--- config.mk ---
export PLATFORM = sky130hd
export DESIGN_NAME = pc_sequencer_flat
export DESIGN_NICKNAME = d
export VERILOG_FILES = /design/src/rtl/pc_sequencer_if.sv /design/src/rtl/pc_sequencer.sv /design/src/flat_wrapper.sv
export SDC_FILE = /design/constraint.sdc
export NUM_CORES = 1
export LEC_CHECK = 0
export CORE_ASPECT_RATIO = 1.5
export CORE_UTILIZATION = 30
export DETAILED_ROUTE_END_ITERATION = 16
export PLACE_DENSITY = 0.68
export SLEW_MARGIN = 20
export SYNTH_ARGS = -nofsm -noshare
export SYNTH_HDL_FRONTEND = slang
export SYNTH_SLANG_ARGS = --single-unit
--- constraint.sdc ---
create_clock -name clk -period 6.2 [get_ports clk]
set_input_delay 1.24 -clock clk [delete_from_list [all_inputs] [get_ports clk]]
set_output_delay 1.24 -clock clk [all_outputs]
set_load 0.1 [all_outputs]
--- src/rtl/pc_sequencer_if.sv ---
// rtl/pc_sequencer_if.sv - decoder/stack-side signal bundle for pc_sequencer
interface pc_sequencer_if #(
    parameter int PC_WIDTH = 13
) ();
    logic                step;
    logic [2:0]          op;
    logic [10:0]         lit;
    logic [4:0]          pclath;
    logic [7:0]          pcl_data;
    logic                int_req;
    logic [PC_WIDTH-1:0] stk_top;
    logic [PC_WIDTH-1:0] pc;
    logic                flush;
    logic                stk_push;
    logic                stk_pop;
    logic [PC_WIDTH-1:0] stk_in;
    logic                int_ack;
    logic                gie_set;
    logic                stk_overflow;
    logic                stk_underflow;

    modport master (
        input  step, op, lit, pclath, pcl_data, int_req, stk_top,
        output pc, flush, stk_push, stk_pop, stk_in, int_ack, gie_set,
               stk_overflow, stk_underflow
    );

    modport slave (
        output step, op, lit, pclath, pcl_data, int_req, stk_top,
        input  pc, flush, stk_push, stk_pop, stk_in, int_ack, gie_set,
               stk_overflow, stk_underflow
    );
endinterface

--- src/rtl/pc_sequencer.sv ---
// rtl/pc_sequencer.sv - PIC16F program counter / branch / interrupt sequencer
// Optional stack depth checking is enabled by defining STACK_DEPTH_CHECK_EN.
module pc_sequencer #(
    parameter int                     PC_WIDTH     = 13,
    parameter int                     DEPTH_WIDTH  = 3,
    parameter logic [PC_WIDTH-1:0]    RESET_VECTOR = 13'h000,
    parameter logic [PC_WIDTH-1:0]    INT_VECTOR   = 13'h004
) (
    input  logic           clk,
    input  logic           rst,
    pc_sequencer_if.master bus
);
    localparam logic [0:0] ST_RUN   = 1'b0;
    localparam logic [0:0] ST_FLUSH = 1'b1;

    localparam logic [2:0] OP_GOTO   = 3'd1;
    localparam logic [2:0] OP_CALL   = 3'd2;
    localparam logic [2:0] OP_RETURN = 3'd3;
    localparam logic [2:0] OP_RETFIE = 3'd4;
    localparam logic [2:0] OP_SKIP   = 3'd5;
    localparam logic [2:0] OP_PCL    = 3'd6;

    logic [0:0]          state_q;
    logic [PC_WIDTH-1:0] pc_q;
    logic [PC_WIDTH-1:0] pc_inc;
    logic [PC_WIDTH-1:0] op_pc;
    logic [PC_WIDTH-1:0] next_pc;
    logic [PC_WIDTH-1:0] push_val;
    logic                to_flush;
    logic                push;
    logic                pop;
    logic                ack;
    logic                gie;

    assign pc_inc = pc_q + PC_WIDTH'(1);

    always_comb begin
        op_pc    = pc_inc;
        next_pc  = pc_inc;
        push_val = '0;
        to_flush = 1'b0;
        push     = 1'b0;
        pop      = 1'b0;
        ack      = 1'b0;
        gie      = 1'b0;
        if (!rst && bus.step && state_q == ST_RUN) begin
            case (bus.op)
                OP_GOTO: begin
                    op_pc    = PC_WIDTH'({bus.pclath[4:3], bus.lit});
                    to_flush = 1'b1;
                end
                OP_CALL: begin
                    op_pc    = PC_WIDTH'({bus.pclath[4:3], bus.lit});
                    push     = 1'b1;
                    push_val = pc_inc;
                    to_flush = 1'b1;
                end
                OP_RETURN: begin
                    op_pc    = bus.stk_top;
                    pop      = 1'b1;
                    to_flush = 1'b1;
                end
                OP_RETFIE: begin
                    op_pc    = bus.stk_top;
                    pop      = 1'b1;
                    gie      = 1'b1;
                    to_flush = 1'b1;
                end
                OP_SKIP:   to_flush = 1'b1;
                OP_PCL: begin
                    op_pc    = PC_WIDTH'({bus.pclath, bus.pcl_data});
                    to_flush = 1'b1;
                end
                default: ;
            endcase
            next_pc = op_pc;
            // Interrupt entry saves where the current op would have gone.
            if (bus.int_req && bus.op != OP_CALL) begin
                push     = 1'b1;
                push_val = op_pc;
                next_pc  = INT_VECTOR;
                ack      = 1'b1;
                to_flush = 1'b1;
            end
        end
    end

    always_ff @(posedge clk) begin
        if (rst) begin
            pc_q    <= RESET_VECTOR;
            state_q <= ST_RUN;
        end else if (bus.step) begin
            pc_q    <= next_pc;
            state_q <= (state_q == ST_RUN && to_flush) ? ST_FLUSH : ST_RUN;
        end
    end

    assign bus.pc       = pc_q;
    assign bus.flush    = (state_q == ST_FLUSH);
    assign bus.stk_push = push;
    assign bus.stk_pop  = pop;
    assign bus.stk_in   = push_val;
    assign bus.int_ack  = ack;
    assign bus.gie_set  = gie;

`ifdef STACK_DEPTH_CHECK_EN
    localparam logic [DEPTH_WIDTH:0] DEPTH_MAX = {1'b1, {DEPTH_WIDTH{1'b0}}};

    logic [DEPTH_WIDTH:0] depth_q;
    logic                 ovf_q;
    logic                 unf_q;

    always_ff @(posedge clk) begin
        if (rst) begin
            depth_q <= '0;
            ovf_q   <= 1'b0;
            unf_q   <= 1'b0;
        end else if (push && !pop) begin
            if (depth_q == DEPTH_MAX) ovf_q <= 1'b1;
            else                      depth_q <= depth_q + 1'b1;
        end else if (pop && !push) begin
            if (depth_q == '0) unf_q <= 1'b1;
            else               depth_q <= depth_q - 1'b1;
        end
    end

    assign bus.stk_overflow  = ovf_q;
    assign bus.stk_underflow = unf_q;
`else
    assign bus.stk_overflow  = |{(DEPTH_WIDTH+1){1'b0}};
    assign bus.stk_underflow = 1'b0;
`endif
endmodule

--- src/flat_wrapper.sv ---
// flat-port wrapper written by rule: the top's interface ports become plain ports
module pc_sequencer_flat 
#(
    parameter int                     PC_WIDTH     = 13,
    parameter int                     DEPTH_WIDTH  = 3,
    parameter logic [PC_WIDTH-1:0]    RESET_VECTOR = 13'h000,
    parameter logic [PC_WIDTH-1:0]    INT_VECTOR   = 13'h004
)
  (clk, rst, bus_step, bus_op, bus_lit, bus_pclath, bus_pcl_data, bus_int_req, bus_stk_top, bus_pc, bus_flush, bus_stk_push, bus_stk_pop, bus_stk_in, bus_int_ack, bus_gie_set, bus_stk_overflow, bus_stk_underflow);
  pc_sequencer_if #(.PC_WIDTH(PC_WIDTH)) bus_i ();
  input  logic clk;
  input  logic rst;
  input wire logic [$bits(bus_i.step)-1:0] bus_step;
  input wire logic [$bits(bus_i.op)-1:0] bus_op;
  input wire logic [$bits(bus_i.lit)-1:0] bus_lit;
  input wire logic [$bits(bus_i.pclath)-1:0] bus_pclath;
  input wire logic [$bits(bus_i.pcl_data)-1:0] bus_pcl_data;
  input wire logic [$bits(bus_i.int_req)-1:0] bus_int_req;
  input wire logic [$bits(bus_i.stk_top)-1:0] bus_stk_top;
  output wire logic [$bits(bus_i.pc)-1:0] bus_pc;
  output wire logic [$bits(bus_i.flush)-1:0] bus_flush;
  output wire logic [$bits(bus_i.stk_push)-1:0] bus_stk_push;
  output wire logic [$bits(bus_i.stk_pop)-1:0] bus_stk_pop;
  output wire logic [$bits(bus_i.stk_in)-1:0] bus_stk_in;
  output wire logic [$bits(bus_i.int_ack)-1:0] bus_int_ack;
  output wire logic [$bits(bus_i.gie_set)-1:0] bus_gie_set;
  output wire logic [$bits(bus_i.stk_overflow)-1:0] bus_stk_overflow;
  output wire logic [$bits(bus_i.stk_underflow)-1:0] bus_stk_underflow;
  assign bus_i.step = bus_step;
  assign bus_i.op = bus_op;
  assign bus_i.lit = bus_lit;
  assign bus_i.pclath = bus_pclath;
  assign bus_i.pcl_data = bus_pcl_data;
  assign bus_i.int_req = bus_int_req;
  assign bus_i.stk_top = bus_stk_top;
  assign bus_pc = bus_i.pc;
  assign bus_flush = bus_i.flush;
  assign bus_stk_push = bus_i.stk_push;
  assign bus_stk_pop = bus_i.stk_pop;
  assign bus_stk_in = bus_i.stk_in;
  assign bus_int_ack = bus_i.int_ack;
  assign bus_gie_set = bus_i.gie_set;
  assign bus_stk_overflow = bus_i.stk_overflow;
  assign bus_stk_underflow = bus_i.stk_underflow;
  pc_sequencer #(.PC_WIDTH(PC_WIDTH), .DEPTH_WIDTH(DEPTH_WIDTH), .RESET_VECTOR(RESET_VECTOR), .INT_VECTOR(INT_VECTOR)) u_core (.clk(clk), .rst(rst), .bus(bus_i));
endmodule
# After elaboration in Yosys (flattened, before gate mapping)
# Cells that the tools add are included.
# totals
out_inout_bits	33
input_bits	44
ff_bits	14
word_cells	38
# classes
reduce_logical	8
n_eq_ne	7
n_bitwise	1
n_addsub	1
muxes	19
# op_table
operator	n
$mux 13	5
$pmux 13 s3	1
$add 13x1->13 const B	1
$mux 1	13
$eq 3x3->1 const B	3
$eq 3x2->1 const B	2
$reduce_or 6->1	1
$logic_and 1x1->1	4
$reduce_or 2->1	2
$eq 3x1->1 const B	1
$ne 3x2->1 const B	1
$logic_not 1->1	1
$not 1->1	1

# Longest topological paths before layout
# logic_depth
ltp_word	7
mapped_depth	8
ltp_nobuf	6

# Worst setup path after synthesis
# No wires, ideal clock.
# synth_path
path_kind	input port to output port
startpoint	input port bus_op[0]
endpoint	output port bus_stk_in[9]
stages	5
n_path_buf	3
arrival_time_ps	4445
slack_ps	515
cell_sequence	clkbuf_1 buf_1 clkbuf_1 a32oi_1 o31ai_1
# synth_between
elab_chain_cells	5
word_cells_on_any_way	13
classes_between	6 x eq/ne; 4 x mux; 3 x reduce/logical
# synth_lines
element	line	text
start, declared	flat_wrapper.sv:14	input wire logic [$bits(bus_i.op)-1:0] bus_op;
$eq 3x2->1, or another cell as far along	pc_sequencer.sv:47	case (bus.op)
$reduce_or 2->1 (no line)	n/a	
$pmux 13 s3	pc_sequencer.sv:47	
$mux 13 (*)	pc_sequencer.sv:78	if (bus.int_req && bus.op != OP_CALL) begin
$mux 13 (*)	pc_sequencer.sv:46	if (!rst && bus.step && state_q == ST_RUN) begin
end, declared	flat_wrapper.sv:24	output wire logic [$bits(bus_i.stk_in)-1:0] bus_stk_in;
# Mark *: on every way between the ends. The rest lies on a longest branch, timed or not.

# Worst setup path in the final report
# layout_path
startpoint	input port bus_step
endpoint	output port bus_stk_in[11]
# layout_between
elab_chain_cells	3
# layout_lines
element	line	text
start, declared	flat_wrapper.sv:13	input wire logic [$bits(bus_i.step)-1:0] bus_step;
$logic_and 1x1->1 (2 in a row)	pc_sequencer.sv:46	
$mux 13	pc_sequencer.sv:46	
# Every way passes these cells.

==> parameters.txt <==
Parameter                              Value

Yosys
  Gate count after technology mapping    263
  Top-count cell post-synth    sky130_fd_sc_hd__nor2_1
  Post-synth top flop    sky130_fd_sc_hd__dfxtp_1
  Fraction of registers with async set/reset    0%
  Cell accounting for the most synthesized area    sky130_fd_sc_hd__dfxtp_1
  Flops & latches, synth    14
  Mean cell area of the mapped netlist    7.184 um^2
  Total standard cell area after synthesis    0.001889 mm^2
  Post-synth EDFFs    0
  Synth top area cells    sky130_fd_sc_hd__dfxtp_1 (15%), sky130_fd_sc_hd__mux2_2 (7.2%), sky130_fd_sc_hd__mux2i_1 (5.8%), sky130_fd_sc_hd__a21oi_1 (4.8%), sky130_fd_sc_hd__nor2_1 (4.4%)
  Cell variety after synth    60
  Portion of the post-synthesis area used by sequential elements    14.83%
  Share of the synthesized area in the top cell type    14.83%
  Warnings from Yosys    0
  Most frequent cells after synthesis    sky130_fd_sc_hd__nor2_1 (22), sky130_fd_sc_hd__nand2_1 (20), sky130_fd_sc_hd__a21oi_1 (18)

Timing
  Final Critical Period    5189 ps
  # setup viols final    0
  Final hold violation count    0
  RSZ-0062 raised after global routing    no
  Final Max Slew Viols    0
  Total negative setup slack    0 ps
  Max Fclk    192.7 MHz
  Largest clock skew in the final design    2.581 ps
  Least setup slack across all paths after layout    1011 ps
  Worst slew margin relative to its limit    34.82%
  Pin slew with the least headroom to its limit    974.6 ps
  Hold slack final    635.7 ps
  Post-route clock period utilization    83.70%

CTS
  Max Root-Sink Buffers    2
  Total number of clock tree sinks    14
  Count of hold-fix buffers inserted at cts    0
  Root Buffer    sky130_fd_sc_hd__clkbuf_8
  TritonCTS clock tree    done
  Clock insertion delay at the later pin of the skew report    250 ps
  Clock edge transition at the registers on the reported setup and hold paths    60 ps
  H-tree level count    1
  Total setup buffers inserted after CTS    0
  Post-cts resize count    0
  Number of buffers inserted during clock tree synthesis    3

GRT
  Vias in the first global route    2099
  Total global routing track utilization    19.17%
  Total gr overflow    0
  Maximum number of pins on one net before global-route repair    27
  Initial antenna violation count    0
  Wire length of the first global-routing pass    9936 um

Final layout
  Filler Cell Count    635
  Share of layout cells above drive strength 1    14.95%
  Share of the core filled with cells in the final layout    44.61%
  Non-Filler Instances    395
  Area added between synthesis and finish    44.77%
  Design area    0.002735 mm^2
  NumNets Final    367
  Diodes inserted    0

Pwr
  Overall power after layout    0.4360 mW
  Clock Power Share    20.7%
  Power density of the placed cells    159.4 mW/mm^2
  Gate power share    53.7%
  Highest ir drop seen on vdd    0.00009213 V
  Internal portion of total power    0.2372 mW
  Net switching fraction of the power    45.59%
  Relative contribution of sequential cells to total power    25.6%
  Net switching power of the design    0.1988 mW
  Leakage power total    1.003 nW

Die
  I/O pins    77
  Die Y-Extent    99.20 um
  Initial cell density of the core    30.82%
  Width of the chip    66.80 um
  Die ar.    0.006626 mm^2
  Floorplan Core Area    0.006131 mm^2
  Number of placement rows    35

Outcome
  Result of the run    finished clean

Critical path
  Critical Path Start Type    input port
  Critical path type    in -> out
  Signal arrival time at the worst endpoint    3950 ps
  Endpoint class of the critical path    output pin
  Required arrival time at the worst endpoint    4960 ps
  Crit-path max FO    20

Drt
  Remaining DRCs    0
  Routed wire length on met3    367 um
  Highest metal used    met4
  First-pass DRT Iterations    4
  Routed length on met1    2576 um
  ANT nets after route    0
  Wire length on met2    3303 um
  Routed wire length    6405 um
  Avg WL per Cell    16.22 um
  Total via count in the routed design    2220
  First DRT Iteration DRCs    170
  Ratio of routed vias to standard cells    5.620

Placed design
  Port Buffer Count    74
  Total half-perimeter wirelength after legalization and detailed placement    5043 um
  Total cell area at the placement stage    0.002680 mm^2
  Number of placed cells counting well taps    391
  GP Congestion    0.8914
  Post-placement setup slack    1010 ps

Run
  Maxcap violations    0

Min path
  Hold/Removal Path Class    reg -> reg
-- power groups by stage --
stage | Clock [mW] | Combinational [mW] | Sequential, mW
floorplan | 0 | 0.116 | 0.159
global placement | 0 | 0.232 | 0.113
detailed placement | 0 | 0.232 | 0.114
CTS | 0.0915 | 0.234 | 0.112
global route | 0.0965 | 0.248 | 0.113
finish | 0.0902 | 0.234 | 0.112
-- cell families (layout without fill, tap and decap cells) --
logic type      count (synthesis)  count (layout)  synth area share [%]
simple gates                   94              94                 26.23
compound gates                 85              85                 30.86
buf+inv                        33              90                 8.675
mux                            23              23                 12.98
flops                          14              14                 14.83
xor+xnor                       12              12                 5.563
fa+ha+maj                       1               1                0.6621
other cells                     1               2                0.1985
-- state kept, by name, summed over array words and instances, names as in the netlist --
register	count
u_core.bus.flush	1
u_core.bus.pc	13
-- cells in the final DEF (no fill, tap or decap), types with 2 or more instances in the layout --
cell type and instances:
sky130_fd_sc_hd__xor2_1 7, sky130_fd_sc_hd__a21o_1 2, sky130_fd_sc_hd__o21ai_0 13, sky130_fd_sc_hd__nor2_1 22
sky130_fd_sc_hd__o2bb2ai_1 2, sky130_fd_sc_hd__o22ai_1 9, sky130_fd_sc_hd__inv_1 8, sky130_fd_sc_hd__a221oi_1 3
sky130_fd_sc_hd__or3_1 3, sky130_fd_sc_hd__nand2b_1 3, sky130_fd_sc_hd__buf_12 8, sky130_fd_sc_hd__a32oi_1 3
sky130_fd_sc_hd__nor3_1 12, sky130_fd_sc_hd__xnor2_1 5, sky130_fd_sc_hd__mux2_2 12, sky130_fd_sc_hd__a31oi_1 3
sky130_fd_sc_hd__a22oi_1 7, sky130_fd_sc_hd__a211oi_1 4, sky130_fd_sc_hd__dfxtp_1 14, sky130_fd_sc_hd__nor2b_1 4
sky130_fd_sc_hd__mux2i_1 11, sky130_fd_sc_hd__nand3_1 12, sky130_fd_sc_hd__conb_1 2, sky130_fd_sc_hd__and2_1 3
sky130_fd_sc_hd__o22a_1 2, sky130_fd_sc_hd__a2111oi_0 2, sky130_fd_sc_hd__a21oi_1 18, sky130_fd_sc_hd__nor4_1 2
sky130_fd_sc_hd__nand2_1 20, sky130_fd_sc_hd__o221a_2 2, sky130_fd_sc_hd__clkbuf_8 4, sky130_fd_sc_hd__buf_4 13
sky130_fd_sc_hd__a2bb2oi_1 3, sky130_fd_sc_hd__o31ai_1 2, sky130_fd_sc_hd__and2b_2 2, sky130_fd_sc_hd__clkdlybuf4s50_1 57
-- layout make-up --
type | instances | area [um^2] | share of cell area, %
clock buffer | 4 | 55.05 | 2.013
inverter | 8 | 30.03 | 1.098
multi-input combinational | 217 | 1449 | 52.97
sequential | 14 | 280.3 | 10.25
tap | 74 | 92.59 | 3.385
timing repair buffer | 78 | 828.3 | 30.28
-- metal layers --
metal / GRT usage, % / vias to the layer above
met4: 7.692 / 0
li1: - / 1098
met1: 22.92 / 1019
met5: 0 / -
met2: 33.95 / 91
met3: 1.835 / 12
-- final timing paths --
kind	endpoint	cells after the start	start	slack, ps
max	bus_stk_in[11]	7	bus_step	1010
min	u_core.bus.pc[10]$_SDFFE_PP0P_	2	u_core.bus.pc[10]$_SDFFE_PP0P_	640
max reg2reg	u_core.bus.pc[12]$_SDFFE_PP0P_	6	u_core.bus.pc[1]$_SDFFE_PP0P_	4170
min reg2reg	u_core.bus.pc[10]$_SDFFE_PP0P_	2	u_core.bus.pc[10]$_SDFFE_PP0P_	640
-- critical path, stage by stage --
cell,delay [ps]
sky130_fd_sc_hd__clkdlybuf4s50_1,890
sky130_fd_sc_hd__inv_1,240
sky130_fd_sc_hd__or3_1,600
sky130_fd_sc_hd__nor2_1,330
sky130_fd_sc_hd__a31oi_1,70
sky130_fd_sc_hd__o22ai_1,230
sky130_fd_sc_hd__buf_4,330
Note: power is estimated with default switching activity, not from simulation.
